File: src/rtl/cpu_fetch_pkg.sv
// Shared fetch-stage types: FSM state encoding, queue entry layout and PC helpers.
package cpu_fetch_pkg;

   localparam int          INSTR_W = 32;
   localparam logic [31:0] PC_INC  = 32'd4;

   typedef enum logic [1:0] {
      BOOT,
      RUN,
      FLUSH
   } fetch_state_t;

   typedef struct packed {
      logic [INSTR_W-1:0] instr;
      logic [31:0]        pc;
   } fifo_entry_t;

   // Redirect targets are forced onto a word boundary.
   function automatic logic [31:0] alignPc(input logic [31:0] pc);
      return {pc[31:2], 2'b00};
   endfunction

endpackage

File: src/rtl/fetch_fifo.sv
// DEPTH-entry {instr, pc} queue between the fetch engine and decode; the head
// is presented combinationally and reads as zero while the queue is empty.
module fetch_fifo
   import cpu_fetch_pkg::*;
#(
   parameter int DEPTH = 4
) (
   input  logic                 clk,
   input  logic                 reset,
   input  logic                 push,
   input  logic [INSTR_W-1:0]   pushInstr,
   input  logic [31:0]          pushPc,
   input  logic                 pop,
   input  logic                 clear,
   output logic                 headValid,
   output logic [INSTR_W-1:0]   headInstr,
   output logic [31:0]          headPc,
   output logic [$clog2(DEPTH):0] count
);

   localparam int PTR_W = $clog2(DEPTH);
   localparam int CNT_W = PTR_W + 1;
   localparam int DEPTH_I = DEPTH;

   fifo_entry_t      mem [DEPTH];
   logic [PTR_W-1:0] wrPtr;
   logic [PTR_W-1:0] rdPtr;
   logic             full;
   logic             doPush;
   logic             doPop;

   assign full      = (count == CNT_W'(DEPTH_I));
   assign headValid = (count != '0);
   assign doPush    = push && !full && !clear;
   assign doPop     = pop && headValid && !clear;

   // NOTE: sequential state uses non-blocking assignments so every register
   // samples pre-edge values regardless of block evaluation order.
   always_ff @(posedge clk or negedge reset) begin
      if (!reset) begin
         wrPtr <= '0;
         rdPtr <= '0;
         count <= '0;
      end else if (clear) begin
         wrPtr <= '0;
         rdPtr <= '0;
         count <= '0;
      end else begin
         if (doPush) wrPtr <= wrPtr + 1'b1;
         if (doPop)  rdPtr <= rdPtr + 1'b1;
         case ({doPush, doPop})
            2'b10:   count <= count + 1'b1;
            2'b01:   count <= count - 1'b1;
            default: ;
         endcase
      end
   end

   // NOTE: the storage array has no reset; an empty queue masks the head to zero,
   // so stale contents are never observable.
   always_ff @(posedge clk) begin
      if (doPush) mem[wrPtr] <= '{instr: pushInstr, pc: pushPc};
   end

   assign headInstr = headValid ? mem[rdPtr].instr : '0;
   assign headPc    = headValid ? mem[rdPtr].pc    : '0;

endmodule

File: src/rtl/instr_prefetch.sv
// Instruction prefetcher: credit-limited request stream into a small queue,
// redirect handling with in-flight response draining, and a sticky protocol flag.
module instr_prefetch
   import cpu_fetch_pkg::*;
#(
   parameter int          DEPTH    = 4,
   parameter logic [31:0] RESET_PC = 32'h0000_0000
) (
   input  logic        clk,
   input  logic        reset,
   output logic        imem_req,
   output logic [31:0] imem_addr,
   input  logic        imem_gnt,
   input  logic        imem_rvalid,
   input  logic [31:0] imem_rdata,
   input  logic        redirect,
   input  logic [31:0] redirect_pc,
   output logic        if_valid,
   output logic [31:0] if_instr,
   output logic [31:0] if_pc,
   input  logic        if_ready,
   output logic        protocol_err
);

   localparam int CNT_W   = $clog2(DEPTH) + 1;
   localparam int SUM_W   = CNT_W + 1;
   localparam int DEPTH_I = DEPTH;
   localparam logic [SUM_W-1:0] DEPTH_LIM = SUM_W'(DEPTH_I);

   fetch_state_t     state;
   logic [31:0]      fetchPc;
   logic [31:0]      respPc;
   logic [CNT_W-1:0] outstanding;
   logic [CNT_W-1:0] dropCnt;
   logic [CNT_W-1:0] fifoCount;
   logic             protocolErrQ;

   logic [31:0]      target;
   logic [SUM_W-1:0] inFlight;
   logic [CNT_W-1:0] redirectDrop;
   logic             respHit;
   logic             stray;
   logic             grant;
   logic             fifoPush;
   logic             fifoPop;

   // NOTE: every signal here is assigned on every path, so no latches are inferred.
   always_comb begin
      target       = alignPc(redirect_pc);
      respHit      = imem_rvalid && (outstanding != '0);
      stray        = imem_rvalid && (outstanding == '0) && (dropCnt == '0);
      inFlight     = {1'b0, fifoCount} + {1'b0, outstanding};
      imem_req     = (state == RUN) && !redirect && (inFlight < DEPTH_LIM);
      grant        = imem_req && imem_gnt;
      fifoPush     = (state == RUN) && !redirect && respHit;
      fifoPop      = if_valid && if_ready;
      // A response arriving in the redirect cycle is already accounted for here.
      redirectDrop = outstanding - CNT_W'(respHit);
   end

   always_ff @(posedge clk or negedge reset) begin
      if (!reset) begin
         state        <= BOOT;
         fetchPc      <= RESET_PC;
         respPc       <= RESET_PC;
         outstanding  <= '0;
         dropCnt      <= '0;
         protocolErrQ <= 1'b0;
      end else begin
         if (stray) protocolErrQ <= 1'b1;

         case (state)
            BOOT: begin
               state <= RUN;
               if (redirect) begin
                  fetchPc <= target;
                  respPc  <= target;
               end
            end

            RUN: begin
               if (redirect) begin
                  fetchPc     <= target;
                  respPc      <= target;
                  outstanding <= '0;
                  dropCnt     <= redirectDrop;
                  state       <= (redirectDrop != '0) ? FLUSH : RUN;
               end else begin
                  if (grant)    fetchPc <= fetchPc + PC_INC;
                  if (fifoPush) respPc  <= respPc + PC_INC;
                  case ({grant, respHit})
                     2'b10:   outstanding <= outstanding + 1'b1;
                     2'b01:   outstanding <= outstanding - 1'b1;
                     default: ;
                  endcase
               end
            end

            FLUSH: begin
               if (redirect) begin
                  fetchPc <= target;
                  respPc  <= target;
               end
               // Stale responses are counted off and discarded until none remain.
               if (dropCnt == '0) begin
                  state <= RUN;
               end else if (imem_rvalid) begin
                  dropCnt <= dropCnt - 1'b1;
                  if (dropCnt == CNT_W'(1)) state <= RUN;
               end
            end

            default: state <= BOOT;
         endcase
      end
   end

   assign imem_addr    = fetchPc;
   assign protocol_err = protocolErrQ;

   fetch_fifo #(
      .DEPTH(DEPTH)
   ) u_fifo (
      .clk      (clk),
      .reset    (reset),
      .push     (fifoPush),
      .pushInstr(imem_rdata),
      .pushPc   (respPc),
      .pop      (fifoPop),
      .clear    (redirect),
      .headValid(if_valid),
      .headInstr(if_instr),
      .headPc   (if_pc),
      .count    (fifoCount)
   );

endmodule
File: config.mk
export PLATFORM = sky130hd
export DESIGN_NAME = instr_prefetch
export DESIGN_NICKNAME = d
export VERILOG_FILES = /design/src/rtl/cpu_fetch_pkg.sv /design/src/rtl/fetch_fifo.sv /design/src/rtl/instr_prefetch.sv
export SDC_FILE = /design/constraint.sdc
export NUM_CORES = 1
export LEC_CHECK = 0
export ABC_AREA = 1
export CAP_MARGIN = 10
export CORE_MARGIN = 4
export CORE_UTILIZATION = 61
export DETAILED_ROUTE_END_ITERATION = 6
export MAX_ROUTING_LAYER = met4
export PLACE_DENSITY_LB_ADDON = 0.25
export SETUP_SLACK_MARGIN = 0.2
export SYNTH_ARGS = -nofsm -noshare
export SYNTH_HDL_FRONTEND = slang
export SYNTH_SLANG_ARGS = --single-unit
File: constraint.sdc
create_clock -name clk -period 12.3 [get_ports clk]
set_input_delay 1.23 -clock clk [delete_from_list [all_inputs] [get_ports clk]]
set_output_delay 1.23 -clock clk [all_outputs]
set_load 0.1 [all_outputs]
Word level (Yosys, flattened, before mapping)

Memory sizes are Yosys's and may differ from the RTL's.
Index checks and enable logic that the tools add are counted.
W data, S select, Z words.

Add/subtract/negate cells: 11
$mul: 0
Div/mod/pow operators: 0
$lt $le $gt $ge: 1
Eq/ne operators: 16
Shift-type cells: 0
Muxes and demuxes: 29
Bitwise operators: 0
Reductions and logical operators: 32

Operators with widths:

| operator                | count |
|---|---|
| $mux W32                | 7 |
| $pmux W32 S2            | 2 |
| $add A32 B3 Y32 const B | 2 |
| $mux W2                 | 9 |
| $pmux W3 S2             | 3 |
| $mux W3                 | 5 |
| $reduce_bool A3 Y1      | 5 |
| $logic_and A1 B1 Y1     | 12 |
| $ne A3 B3 Y1 const B    | 3 |
| $reduce_and A3 Y1       | 3 |
| $sub A3 B1 Y3 const B   | 3 |
| $reduce_bool A2 Y1      | 4 |
| $add A3 B1 Y3 const B   | 2 |
| $eq A2 B1 Y1 const B    | 3 |
| $eq A2 B2 Y1 const B    | 3 |
| $logic_not A3 Y1        | 2 |
| $ne A2 B2 Y1 const B    | 3 |
| $pmux W2 S3             | 1 |
| $add A2 B1 Y2 const B   | 2 |
| $add A3 B3 Y4           | 1 |
| $lt A4 B3 Y1 const B    | 1 |
| $reduce_and A4 Y1       | 1 |
| $eq A3 B1 Y1 const B    | 1 |
| $eq A3 B3 Y1 const B    | 1 |
| other kinds (8)         | 10 |

Register bits after elaboration: 80
Latch bits: 0
RAM bits: 256
Bits in read-only memories: 0
Input port bits: 70
Word-level logic and storage cells: 99
Memories kept: 1

Memory list:

| memory     | words | bits a word | rd ports | clocked after memory_dff | write ports | RTL line         | text |
|---|---|---|---|---|---|---|---|
| u_fifo.mem | 4     | 64          | 1        | 0                        | 1           | fetch_fifo.sv:25 | `fifo_entry_t mem [DEPTH];` |

Depth between registers and ports, before layout

Word-level depth: 8
Gate-level depth with buffers: 14

Hierarchy

From an unflattened synthesis, not the netlist that was laid out.

Cells, all modules: 1681
Area total of the unflattened synthesis: 15522.4 sq um

By module, submodules not included:

| module         | times used | cells each | area an instance (sq um) | sequential area each (sq um) |
|---|---|---|---|---|
| fetch_fifo     | 1          | 818        | 10342.4                  | 7862.5 |
| instr_prefetch | 1          | 863        | 5180.0                   | 1726.7 |

Least setup slack after synthesis

OpenSTA, ideal clock, no wires.

Path kind: in2reg
Start point: input port redirect
End point: memory u_fifo.mem[0][10] (netlist name) (enable)
Setup time: 482 ps
Data arrival time: 4223 ps
Path slack: 7594 ps
Stages on the path: 3
Path buffers: 0
Cells stage by stage: nor2_1 nand4_1 nor2_1

Word-level cells in the longest chain between the ends: 7

Ends and longest elaborated chain:

| what                              | RTL line                               | text |
|---|---|---|
| from (decl)                       | instr_prefetch.sv:16                   | `input logic redirect,` |
| $logic_not A1 Y1 *                | fetch_fifo.sv:34, instr_prefetch.sv:55 |  |
| $logic_and A1 B1 Y1 (2 in series) | instr_prefetch.sv:55                   | `fifoPush = (state == RUN) && !redirect && respHit;` |
| $logic_and A1 B1 Y1               | fetch_fifo.sv:34                       | `assign doPush = push && !full && !clear;` |
| $logic_and A1 B1 Y1 *             | fetch_fifo.sv:34                       |  |
| $mux W1 *                         | fetch_fifo.sv:62                       | `if (doPush) mem[wrPtr] <= '{instr: pushInstr, pc: pushPc};` |
| $mux W1 (not written as such) *   | fetch_fifo.sv:62                       |  |
| to (decl)                         | fetch_fifo.sv:25                       |  |

Mark *: on every way between the ends. The rest lies on a longest branch, timed or not.

Final worst setup path

Start point: register u_fifo.rdPtr[0]
End point: output port if_pc[18]

Word-level cells in the longest chain between the ends: 2

Ends and longest elaborated chain:

| what                   | RTL line             | text |
|---|---|---|
| from (decl)            | fetch_fifo.sv:27     | `logic [PTR_W-1:0] rdPtr;` |
| from (signal assigned) | fetch_fifo.sv:50     | `if (doPop) rdPtr <= rdPtr + 1'b1;` |
| $mem_v2 Z4 W64         | --                   |  |
| $mux W32               | fetch_fifo.sv:66     | `assign headPc = headValid ? mem[rdPtr].pc : '0;` |
| to (decl)              | instr_prefetch.sv:20 | `output logic [31:0] if_pc,` |

Every way passes these cells.

==> run metrics <==
Clock Path Buffers=3; Top FF cell, synth=edfxtp_1; Yosys Warn Count=0; Worst Hold Class=flop to flop; initial antenna violation count=0; worst hold start=protocol_err; die span in y=166 um; RSZ-0062 raised after global routing=false; clock latency on the worst-skew pair=550 ps; GP Congestion=0.945; Power Dens Cells=233 mW/mm^2; CTS Sinks=324; status=finished clean; Seq/Total Area, Yosys=0.614; total global-route track usage=0.267; Worst setup startpoint=u_fifo.rdPtr[0]; footprint of the multi-input gates=0.00519 mm^2; # DRC=0; Initial Util=0.623; Slew @ Worst Pin=1070 ps; CTS tree=built; WL final=37.1 mm; Yosys reg bits=324; crit path DAT=4190 ps; Final WS setup=6880 ps; top-area cell type share of the netlist area=0.489; final hold vios=0; crit path time final=5420 ps; Post-synth EDFFs=248; Leakage=7.03 nW; Setup Fix Bufs, Post-CTS=0; Max-Cap Viols=0; drt via density=5.66; vias in the first global route=11,800; worst vdd ir=0.000204 V; post-CTS sizing=0; FF-to-FF Start=state[0]; Critical Path End Type=primary output; Layout area overhead=18.6%; Crit Path Max Fanout=90; # diodes=0; Avg WL per Cell=17.2 um; Worst R2R End=u_fifo.mem[1][17]; Cell Area, Synth=0.0152 mm^2; Root Buffer=clkbuf_16; r2r setup slk=9630 ps; pre-CTS setup slack=7480 ps; Worst Setup Start Kind=flop; Reg area=0.00935 mm^2; port buffer count=162; Fin Clk Skew=13.8 ps; hold bufs inserted after CTS=0; H-tree level count=1; synth unique cells=36; Pwr Total=4.21 mW; critical setup path kind=flop to primary output; Yosys top cell by area=edfxtp_1; Hold Path End=protocol_err; Final Cycle Share=0.440; Critical Path RT=11,070 ps; synth top area cells=edfxtp_1 49%, dfrtp_1 12%, nor2_1 10%; total CTS buffers=31; fin nets=1,892; Rel. slew slack=0.285; via count=12,200; Avg Cell Area, Syn=9.13 um^2; Core Region=0.0245 mm^2; largest net degree at the start of global routing=91; FILL cells=1,698; gr ovfl total=0; fin util=0.739; total negative slack=0 ps; row cnt=57; WHS Path Cells=1; drt pass-1 iters=6; die area=0.0276 mm^2; die width=166 um; Worst-path clk slew=60 ps; Mapped Cells=1,669; f_max=185 MHz; Routed Antenna Nets=0; fraction of layout cells with a size suffix above 1=0.0492; worst reg2reg path depth=5; first-pass GRT wire length=58.9 mm; Async S/R FF share, synth=0.235; # setup viols final=0; Initial DRC Count=1,098; fin. max-slew vios=0; DPL Wire Length=22.2 mm; # IOs=169
worst max path at each step:
stage	to	slack, ps
after floorplan	u_fifo.mem[0][10]	7590
after global placement	if_pc[18]	7500
after detailed placement	if_pc[18]	7480
after CTS	if_pc[18]	6890
after global routing	if_pc[18]	6660
final	if_pc[18]	6880
state kept, by name (all words and copies together), names as in the netlist:
| register | flops |
|---|---|
| u_fifo.wrPtr | 2 |
| u_fifo.rdPtr | 2 |
| outstanding | 3 |
| protocol_err | 1 |
| imem_addr | 30 |
| state | 2 |
| u_fifo.count | 3 |
| dropCnt | 3 |
| u_fifo.mem | 248 |
| respPc | 30 |
layout make-up:
cell class              count  area share
inverters                 101      0.0210
clock inverters            17      0.0104
repair buffers            176      0.0954
clock buffers              40      0.0459
multi-input cells        1173       0.287
flip-flops and latches    324       0.518
well taps                 324      0.0224
per-layer routing:
metal / vias to the layer above / share of wire / track usage
li1: 5777 / - / -
met1: 5795 / 0.40 / 0.349
met2: 569 / 0.50 / 0.448
met3: 67 / 0.078 / 0.0324
met4: 0 / 0.022 / 0.0735
met5: - / 0 / -
logic make-up (layout without fill, tap and decap cells):
kind of cell	count (synthesis)	in the layout	share of synthesized area
and+or+nand+nor	851	851	0.218
muxes	1	1	0.000739
xor gates and xnor gates	16	16	0.00920
DFF	324	324	0.614
buffers and inverters	175	334	0.0480
adders and majority gates	15	15	0.0133
AOI/OAI and AO/OA	286	286	0.0966
other	1	4	0.000246
critical path, stage by stage, from the launching register on:
cell and delay, ps:
dfrtp_4 680, inv_2 500, buf_4 720, o21ai_0 240, a21oi_1 260, clkdlybuf4s50_1 1190
placed cells by master (no fill, tap or decap), types with 10 or more instances in the layout:
master,netlist,final
nand2_1,371,371
xor2_1,10,10
buf_4,7,15
nor2_1,412,408
clkdlybuf4s50_1,0,161
o21ai_0,171,171
ha_1,13,13
clkbuf_16,0,31
inv_1,95,95
dfrtp_1,76,74
nand3_1,46,46
a21oi_1,98,98
edfxtp_1,248,248
synthesized netlist by cell type (7+ instances only):
library cell  number
buf_1              8
nand3_1           46
nand2_1          371
clkbuf_1          35
buf_2             21
o21ai_0          171
nor2_1           412
nand4_1            8
edfxtp_1         248
buf_4              7
inv_1             95
a21oi_1           98
dfrtp_1           76
ha_1              13
xor2_1            10
through the flow:
step                      hold WS (ps)  std cells  instance area (um^2)
final                              502       2155                 18100
after global routing               550       2155                 18100
after CTS                          509       2155                 18100
after detailed placement           496       2098                 17100
after global placement             474       2098                 17100
after floorplan                    516       1672                 15200
where the power goes:
part / switching (mW) / internal, mW / total [mW]
clock network: 0.394 / 0.558 / 0.951
logic: 1.26 / 0.401 / 1.66
registers: 0.229 / 1.37 / 1.60
total: 1.88 / 2.33 / 4.21
No activity file was read; power rests on OpenSTA's default activity.
